**config.mk**
```make
export PLATFORM = sky130hd
export DESIGN_NAME = uart_tx_device
export DESIGN_NICKNAME = d
export VERILOG_FILES = /design/src/rtl/uart_tx_device.sv
export SDC_FILE = /design/constraint.sdc
export NUM_CORES = 1
export LEC_CHECK = 0
export BUFFER_PORTS_ARGS = -buffer_cell sky130_fd_sc_hd__buf_2
export CAP_MARGIN = 15
export CORE_AREA = 2 2 77 79
export DETAILED_ROUTE_END_ITERATION = 6
export DIE_AREA = 0 0 79 81
export PLACE_DENSITY = 0.76
export RECOVER_POWER = 100
export SLEW_MARGIN = 10
export SYNTH_ARGS = -nofsm -noshare
export SYNTH_HDL_FRONTEND = slang
export SYNTH_SLANG_ARGS = --single-unit
```
**constraint.sdc**
```tcl
create_clock -name clk -period 3.8 [get_ports clk]
set_input_delay 1.14 -clock clk [delete_from_list [all_inputs] [get_ports clk]]
set_output_delay 1.14 -clock clk [all_outputs]
set_load 0.02 [all_outputs]
```
**src/rtl/uart_tx_device.sv**
```systemverilog
// UART transmitter with a small character FIFO and a registered status word.
// Define UART_TX_PARITY_EN to append an even-parity bit after the data bits.
module uart_tx_device #(
    parameter int DATA_WIDTH   = 8,
    parameter int FIFO_DEPTH   = 4,
    parameter int CLKS_PER_BIT = 16
) (
    input  logic                  clk,
    input  logic                  rst,
    input  logic                  wr_en,
    input  logic [DATA_WIDTH-1:0] wr_data,
    input  logic                  rd_en,
    output logic [DATA_WIDTH-1:0] status,
    output logic                  tx
);
    localparam int PTR_W  = $clog2(FIFO_DEPTH);
    localparam int CNT_W  = PTR_W + 1;
    localparam int BAUD_W = $clog2(CLKS_PER_BIT);
    localparam int BIT_W  = (DATA_WIDTH > 1) ? $clog2(DATA_WIDTH) : 1;

    typedef enum logic [2:0] {
        S_IDLE,
        S_START,
        S_DATA,
`ifdef UART_TX_PARITY_EN
        S_PARITY,
`endif
        S_STOP
    } state_t;

    state_t                  state_q, state_d;
    logic [BAUD_W-1:0]       baud_q, baud_d;
    logic [BIT_W-1:0]        bit_q, bit_d;
    logic [DATA_WIDTH-1:0]   shift_q, shift_d;
    logic                    tx_q, tx_d;
    logic [PTR_W-1:0]        wr_ptr_q, wr_ptr_d, rd_ptr_q, rd_ptr_d;
    logic [CNT_W-1:0]        count_q, count_d;
    logic                    ovf_q, ovf_d;
    logic [DATA_WIDTH-1:0]   status_q, status_d;
    logic [DATA_WIDTH-1:0]   mem_q [FIFO_DEPTH];
`ifdef UART_TX_PARITY_EN
    logic                    parity_q, parity_d;
`endif

    logic baud_end, pop, push, drop, full_now;

    assign baud_end = (baud_q == BAUD_W'(CLKS_PER_BIT - 1));
    assign full_now = (count_q == CNT_W'(FIFO_DEPTH));

    always_comb begin
        state_d = state_q;
        baud_d  = baud_q;
        bit_d   = bit_q;
        shift_d = shift_q;
        pop     = 1'b0;
        case (state_q)
            S_IDLE: begin
                // Only characters already counted last cycle are eligible.
                if (count_q != '0) begin
                    pop     = 1'b1;
                    shift_d = mem_q[rd_ptr_q];
                    baud_d  = '0;
                    bit_d   = '0;
                    state_d = S_START;
                end
            end
            S_START: begin
                if (baud_end) begin
                    baud_d  = '0;
                    state_d = S_DATA;
                end else begin
                    baud_d = baud_q + 1'b1;
                end
            end
            S_DATA: begin
                if (baud_end) begin
                    baud_d = '0;
                    if (bit_q == BIT_W'(DATA_WIDTH - 1)) begin
`ifdef UART_TX_PARITY_EN
                        state_d = S_PARITY;
`else
                        state_d = S_STOP;
`endif
                    end else begin
                        bit_d   = bit_q + 1'b1;
                        shift_d = shift_q >> 1;
                    end
                end else begin
                    baud_d = baud_q + 1'b1;
                end
            end
`ifdef UART_TX_PARITY_EN
            S_PARITY: begin
                if (baud_end) begin
                    baud_d  = '0;
                    state_d = S_STOP;
                end else begin
                    baud_d = baud_q + 1'b1;
                end
            end
`endif
            S_STOP: begin
                if (baud_end) begin
                    baud_d  = '0;
                    state_d = S_IDLE;
                end else begin
                    baud_d = baud_q + 1'b1;
                end
            end
            default: state_d = S_IDLE;
        endcase
    end

`ifdef UART_TX_PARITY_EN
    assign parity_d = pop ? ^mem_q[rd_ptr_q] : parity_q;
`endif

    // The line is registered from the next state so it changes with the FSM.
    always_comb begin
        tx_d = 1'b1;
        case (state_d)
            S_START:  tx_d = 1'b0;
            S_DATA:   tx_d = shift_d[0];
`ifdef UART_TX_PARITY_EN
            S_PARITY: tx_d = parity_d;
`endif
            default:  tx_d = 1'b1;
        endcase
    end

    always_comb begin
        push     = wr_en && (!full_now || pop);
        drop     = wr_en && full_now && !pop;
        wr_ptr_d = push ? wr_ptr_q + 1'b1 : wr_ptr_q;
        rd_ptr_d = pop ? rd_ptr_q + 1'b1 : rd_ptr_q;
        count_d  = count_q + CNT_W'(push) - CNT_W'(pop);
        ovf_d    = drop ? 1'b1 : (rd_en ? 1'b0 : ovf_q);
        status_d    = '0;
        status_d[0] = (state_d != S_IDLE);
        status_d[1] = (count_d == CNT_W'(FIFO_DEPTH));
        status_d[2] = (count_d == '0);
        status_d[3] = ovf_d;
    end

    always_ff @(posedge clk) begin
        if (rst) begin
            state_q  <= S_IDLE;
            baud_q   <= '0;
            bit_q    <= '0;
            shift_q  <= '0;
            tx_q     <= 1'b1;
            wr_ptr_q <= '0;
            rd_ptr_q <= '0;
            count_q  <= '0;
            ovf_q    <= 1'b0;
            status_q <= DATA_WIDTH'(4);
`ifdef UART_TX_PARITY_EN
            parity_q <= 1'b0;
`endif
        end else begin
            state_q  <= state_d;
            baud_q   <= baud_d;
            bit_q    <= bit_d;
            shift_q  <= shift_d;
            tx_q     <= tx_d;
            wr_ptr_q <= wr_ptr_d;
            rd_ptr_q <= rd_ptr_d;
            count_q  <= count_d;
            ovf_q    <= ovf_d;
            status_q <= status_d;
`ifdef UART_TX_PARITY_EN
            parity_q <= parity_d;
`endif
        end
    end

    always_ff @(posedge clk) begin
        if (!rst && push) begin
            mem_q[wr_ptr_q] <= wr_data;
        end
    end

    assign status = status_q;
    assign tx     = tx_q;
endmodule

```
**Yosys cells after proc, flatten, opt, wreduce, memory -nomap -nowiden**

Memories as Yosys holds them, arrays and structs flattened. A register that Yosys moved wholly into a read port is not among the register bits.
Cells that the tools add are included.

- Bits of input ports: 12
- Bits in writable memories: 32
- Register bits after elaboration: 35
- Logic and storage cells: 74
- Memories: 1

- Multiplexer cells: 26
- Equal/unequal tests: 12
- Add/subtract/negate cells: 6
- Reduce and logical (&&, ||, !) cells: 17

Memories:

| memory | words | width | rd ports | clocked after memory_dff | write ports | line | source |
|---|---|---|---|---|---|---|---|
| mem_q | 4 | 8 | 1 | 1 | 1 | 40 | `logic [DATA_WIDTH-1:0] mem_q [FIFO_DEPTH];` |

Operator list:

| operator | count |
|---|---|
| $mux 3 | 8 |
| $mux 8 | 3 |
| $pmux 8 s2 | 1 |
| $pmux 3 s4 | 1 |
| $eq 3x2->1 const B | 3 |
| $eq 3x3->1 const B | 3 |
| $mux 4 | 2 |
| $pmux 4 s2 | 1 |
| $eq 3x1->1 const B | 2 |
| $logic_not 3->1 | 2 |
| $mux 1 | 6 |
| $ne 2x2->1 const B | 3 |
| $pmux 3 s2 | 1 |
| $reduce_bool 3->1 | 2 |
| $add 2x1->2 const B | 2 |
| $add 4x1->4 const B | 1 |
| $eq 4x4->1 const B | 1 |
| $logic_and 1x1->1 | 4 |
| $mux 2 | 2 |
| $reduce_and 4->1 | 1 |
| $reduce_bool 2->1 | 2 |
| $add 3x1->3 | 1 |
| $add 3x1->3 const B | 1 |
| $logic_not 1->1 | 3 |
| 5 further kinds | 5 |

**Longest topological paths before layout**

- Depth in word-level cells: 8
- Depth in mapped cells: 14
- Mapped depth without buffers: 12

**Worst setup path before layout**

No wires, ideal clock.

- Path type: input port to flip-flop
- From: input port wr_en
- To: register status_q[1] (netlist: status[1])
- Required time: 3,685 ps
- Setup time: 115 ps
- Stages on the path: 10
- Buffers on the path: 0
- Arrival: 2,610 ps
- Setup slack: 1,074 ps
- Cells stage by stage: o41ai_4 ha_1 inv_1 ha_1 inv_1 fa_1 xnor2_1 xnor2_1 nor2_1 and3_1

- Longest elaborated chain between the ends: 4

RTL lines:

| item | line | source |
|---|---|---|
| start, declared | 10 | `input logic wr_en,` |
| $logic_and 1x1->1 | 132 | `push = wr_en && (!full_now \|\| pop);` |
| $add 3x1->3 | 136 | `count_d = count_q + CNT_W'(push) - CNT_W'(pop);` |
| $sub 3x1->3 | 136 |  |
| $eq 3x3->1 | 140 | `status_d[1] = (count_d == CNT_W'(FIFO_DEPTH));` |
| end signal, assigned | 170 | `status_q <= status_d;` |
| end, declared | 39 | `logic [DATA_WIDTH-1:0] status_q, status_d;` |

No other way between the ends.
A chain may end at the register's enable or synchronous reset.

**Worst setup path after layout**

- From: register state_q[0]
- To: register status_q[1] (netlist: status[1])

- Longest elaborated chain between the ends: 7

RTL lines:

| item | line | source |
|---|---|---|
| start, declared | 31 | `state_t state_q, state_d;` |
| start signal, assigned | 161 | `state_q <= state_d;` |
| $logic_not 3->1 * | 56 | `case (state_q)` |
| $mux 1 * | 56 |  |
| $logic_or 1x1->1 | 132 |  |
| $logic_and 1x1->1 | 132 |  |
| $add 3x1->3 | 136 |  |
| $sub 3x1->3 * | 136 |  |
| $eq 3x3->1 * | 140 |  |

Mark *: on every way between the ends. The rest lies on a longest branch, timed or not.

==> results.cfg <==
[outcome]
status = completed

[min_path]
hold_depth = 2
holdCritPathClass = flop to flop

[floorplanning]
pin_count = 21
core_um2 = 5680
dieHeight_um = 81
chipWidth_um = 79
die_area_um2 = 6400
initial_core_util_pct = 47.6
rows = 28

[synthesis]
async_flop_share_pct = 0
synth_top_area_share_pct = 35.6
synth.yosys.seq_area_share_pct = 59.3
syn_inst = 209
synth_top_flop_cell = edfxtp_1
ys_ff_latch = 64
synth_edf_count = 32
syn-cell-area_um2 = 2700
yosys.area.top_type = edfxtp_1
yosys_warnings = 0
ys_types = 46
syn-mean-instance-area_um2 = 12.9
synth_area_leaders = edfxtp_1, dfxtp_1, mux4_2

[drt]
dr.first_iter.drc_count = 104
vias = 1565
post-route-drc-count = 0
drt-total-wl_mm = 4.22
wl_per_cell_um = 13.9
routed_via_density = 5.15
route.antenna.remaining_nets = 0
first_pass_iters = 4

[global_routing]
antenna_found_initial = 0
grt_max_degree = 30
grt.overflow.total = 0
grt_pass1_vias = 1544
track_usage_pct = 14.8
grt_first_pass_wirelength_mm = 7.04

[power]
p_int_uw = 1270
leakagePower_uw = 0.00107
pwr_density_cell_nw_per_um2 = 611
irDropWorstVdd_mv = 0.431
p_switching_uw = 537
p_comb_share_pct = 19.0
seq_power_share_pct = 48.4
clock_power_share_pct = 32.6
finalPower_uw = 1810
swShare_pct = 29.7

[sta]
setup_viol = 0
worst_pin_slew_ps = 1260
slew_headroom_pct = 15.7
hold_viol = 0
fin_ws_ps = 885
setup_tns_ps = 0
timing.final.max_slew_violations = 0
fin_skew_ps = 7.45
period_needed_ps = 2910
fmax_mhz = 343
rsz0062_at_grt = false
timing.final.crit_share_pct = 76.7

[final_layout]
n_fill_cell = 519
syn_to_final_growth_pct = 9.78
final_cell_area_um2 = 2960
utilization_pct = 52.2
final_cell_mix = dfxtp_1, edfxtp_1, nor2_1, a21oi_1, clkbuf_1
seq_area_um2 = 1600
drive_gt1_share_pct = 13.5
multi_input_area_um2 = 971
finalNetCount = 246
antenna_cells = 0

[clock_tree]
cts_max_path_buffers = 2
root_buffer = clkbuf_8
post-cts-setup-buffer-count = 0
clock_latency_ps = 330
cts_tree = done
cts-htree-levels = 3
holdBufCountCts = 0
cts.sinks = 64
clk_pin_slew_ps = 70
cts_buffers = 9
ctsResizeCount = 0

[worst_setup_path]
path_max_fanout = 11
start_kind = flop
cp-end-kind = flop
r2r_cells = 12
cp.arrival_ps = 3150
setup.worst_path.class = flop to flop
worst_ep_required_time_ps = 4030

[placement]
post_dp_cell_area_um2 = 2790
hpwl_mm = 2.76
place.gp.congestion = 0.780
post-place-ws_ps = 847
io_buffers = 16

[job]
cap_violations = 0
worst max-delay path, cell delays in order, from the launching register on:
cell	delay, ps
dfxtp_1	430
nor3_4	420
nand2_1	160
inv_1	300
ha_1	290
inv_1	60
ha_1	130
inv_1	40
fa_1	370
xnor2_1	170
xnor2_1	130
nor2_1	70
and3_1	240
worst paths after layout:
check | from | endpoint | slack, ps
worst min register to register | shift_q[6]$_SDFFE_PP0P_ | shift_q[6]$_SDFFE_PP0P_ | 460
worst max register to register | state_q[0]$_SDFF_PP0_ | status[1]$_SDFF_PP0_ | 890
worst max-delay path | state_q[0]$_SDFF_PP0_ | status[1]$_SDFF_PP0_ | 890
worst min-delay path | shift_q[6]$_SDFFE_PP0P_ | shift_q[6]$_SDFFE_PP0P_ | 460
power by group through the flow:
| stage | combinational [uW] | sequential, uW | clock, uW |
|---|---|---|---|
| finish | 344 | 876 | 591 |
| global route | 388 | 889 | 631 |
| CTS | 357 | 877 | 599 |
| detailed placement | 356 | 892 | 0 |
| global placement | 349 | 890 | 0 |
| floorplan | 313 | 871 | 0 |
cells in the mapped netlist, types with 2 or more instances:
cell type,instances
xnor2_1,5
dfxtp_1,32
nor2_1,17
buf_2,3
o21ai_0,3
nand4_1,3
a21oi_1,16
and3_1,3
nor3_1,4
a22oi_1,7
and2_1,5
mux4_2,8
nand3_1,4
ha_1,9
edfxtp_1,32
buf_6,2
mux2i_1,3
nand2_1,11
inv_1,8
buf_4,6
clkbuf_1,3
cell type report:
cell class,count,area share [%]
Clock buffer,9,4.18
Timing Repair Buffer,16,2.11
Multi-Input combinational cell,125,32.8
Inverter,8,1.01
Tap cell,75,3.17
Sequential cell,64,54.1
Clock inverter,7,2.70
cells by family (layout without fill, tap and decap cells):
kind of cell             count (synthesis)  in the layout  synth area share (%)
XOR/XNOR                                 6              6                  1.95
AO/OA/AOI/OAI                           35             35                  9.64
adder cells (fa/ha/maj)                 10             10                  4.91
buffers and inverters                   24             40                  4.91
AND/OR/NAND/NOR                         58             58                  11.3
other                                    1              5                 0.139
flip-flops                              64             64                  59.3
multiplexers                            11             11                  7.79
metal layers:
metal / vias up / wire length [um] / GRT usage (%)
met3: 9 / 153 / 4.11
li1: 781 / - / -
met2: 28 / 1970 / 24.1
met5: - / 0 / 0
met1: 747 / 2030 / 17.8
met4: 0 / 70 / 8.45
metrics by stage:
stage	hold slack, ps	cells
3_3_place_gp	441	288
3_5_place_dp	451	288
2_1_floorplan	427	213
4_1_cts	460	304
6_report	461	304
5_1_grt	482	304
registers in the layout, summed over array words and instances, names as in the netlist, named ones only:
signal / count
baud_q: 4
bit_q: 3
count_q: 3
mem_q: 32
ovf_q: 1
rd_ptr_q: 2
shift_q: 8
state_q: 3
status: 3
tx: 1
wr_ptr_q: 2
Power figures use the tool's default switching activity.
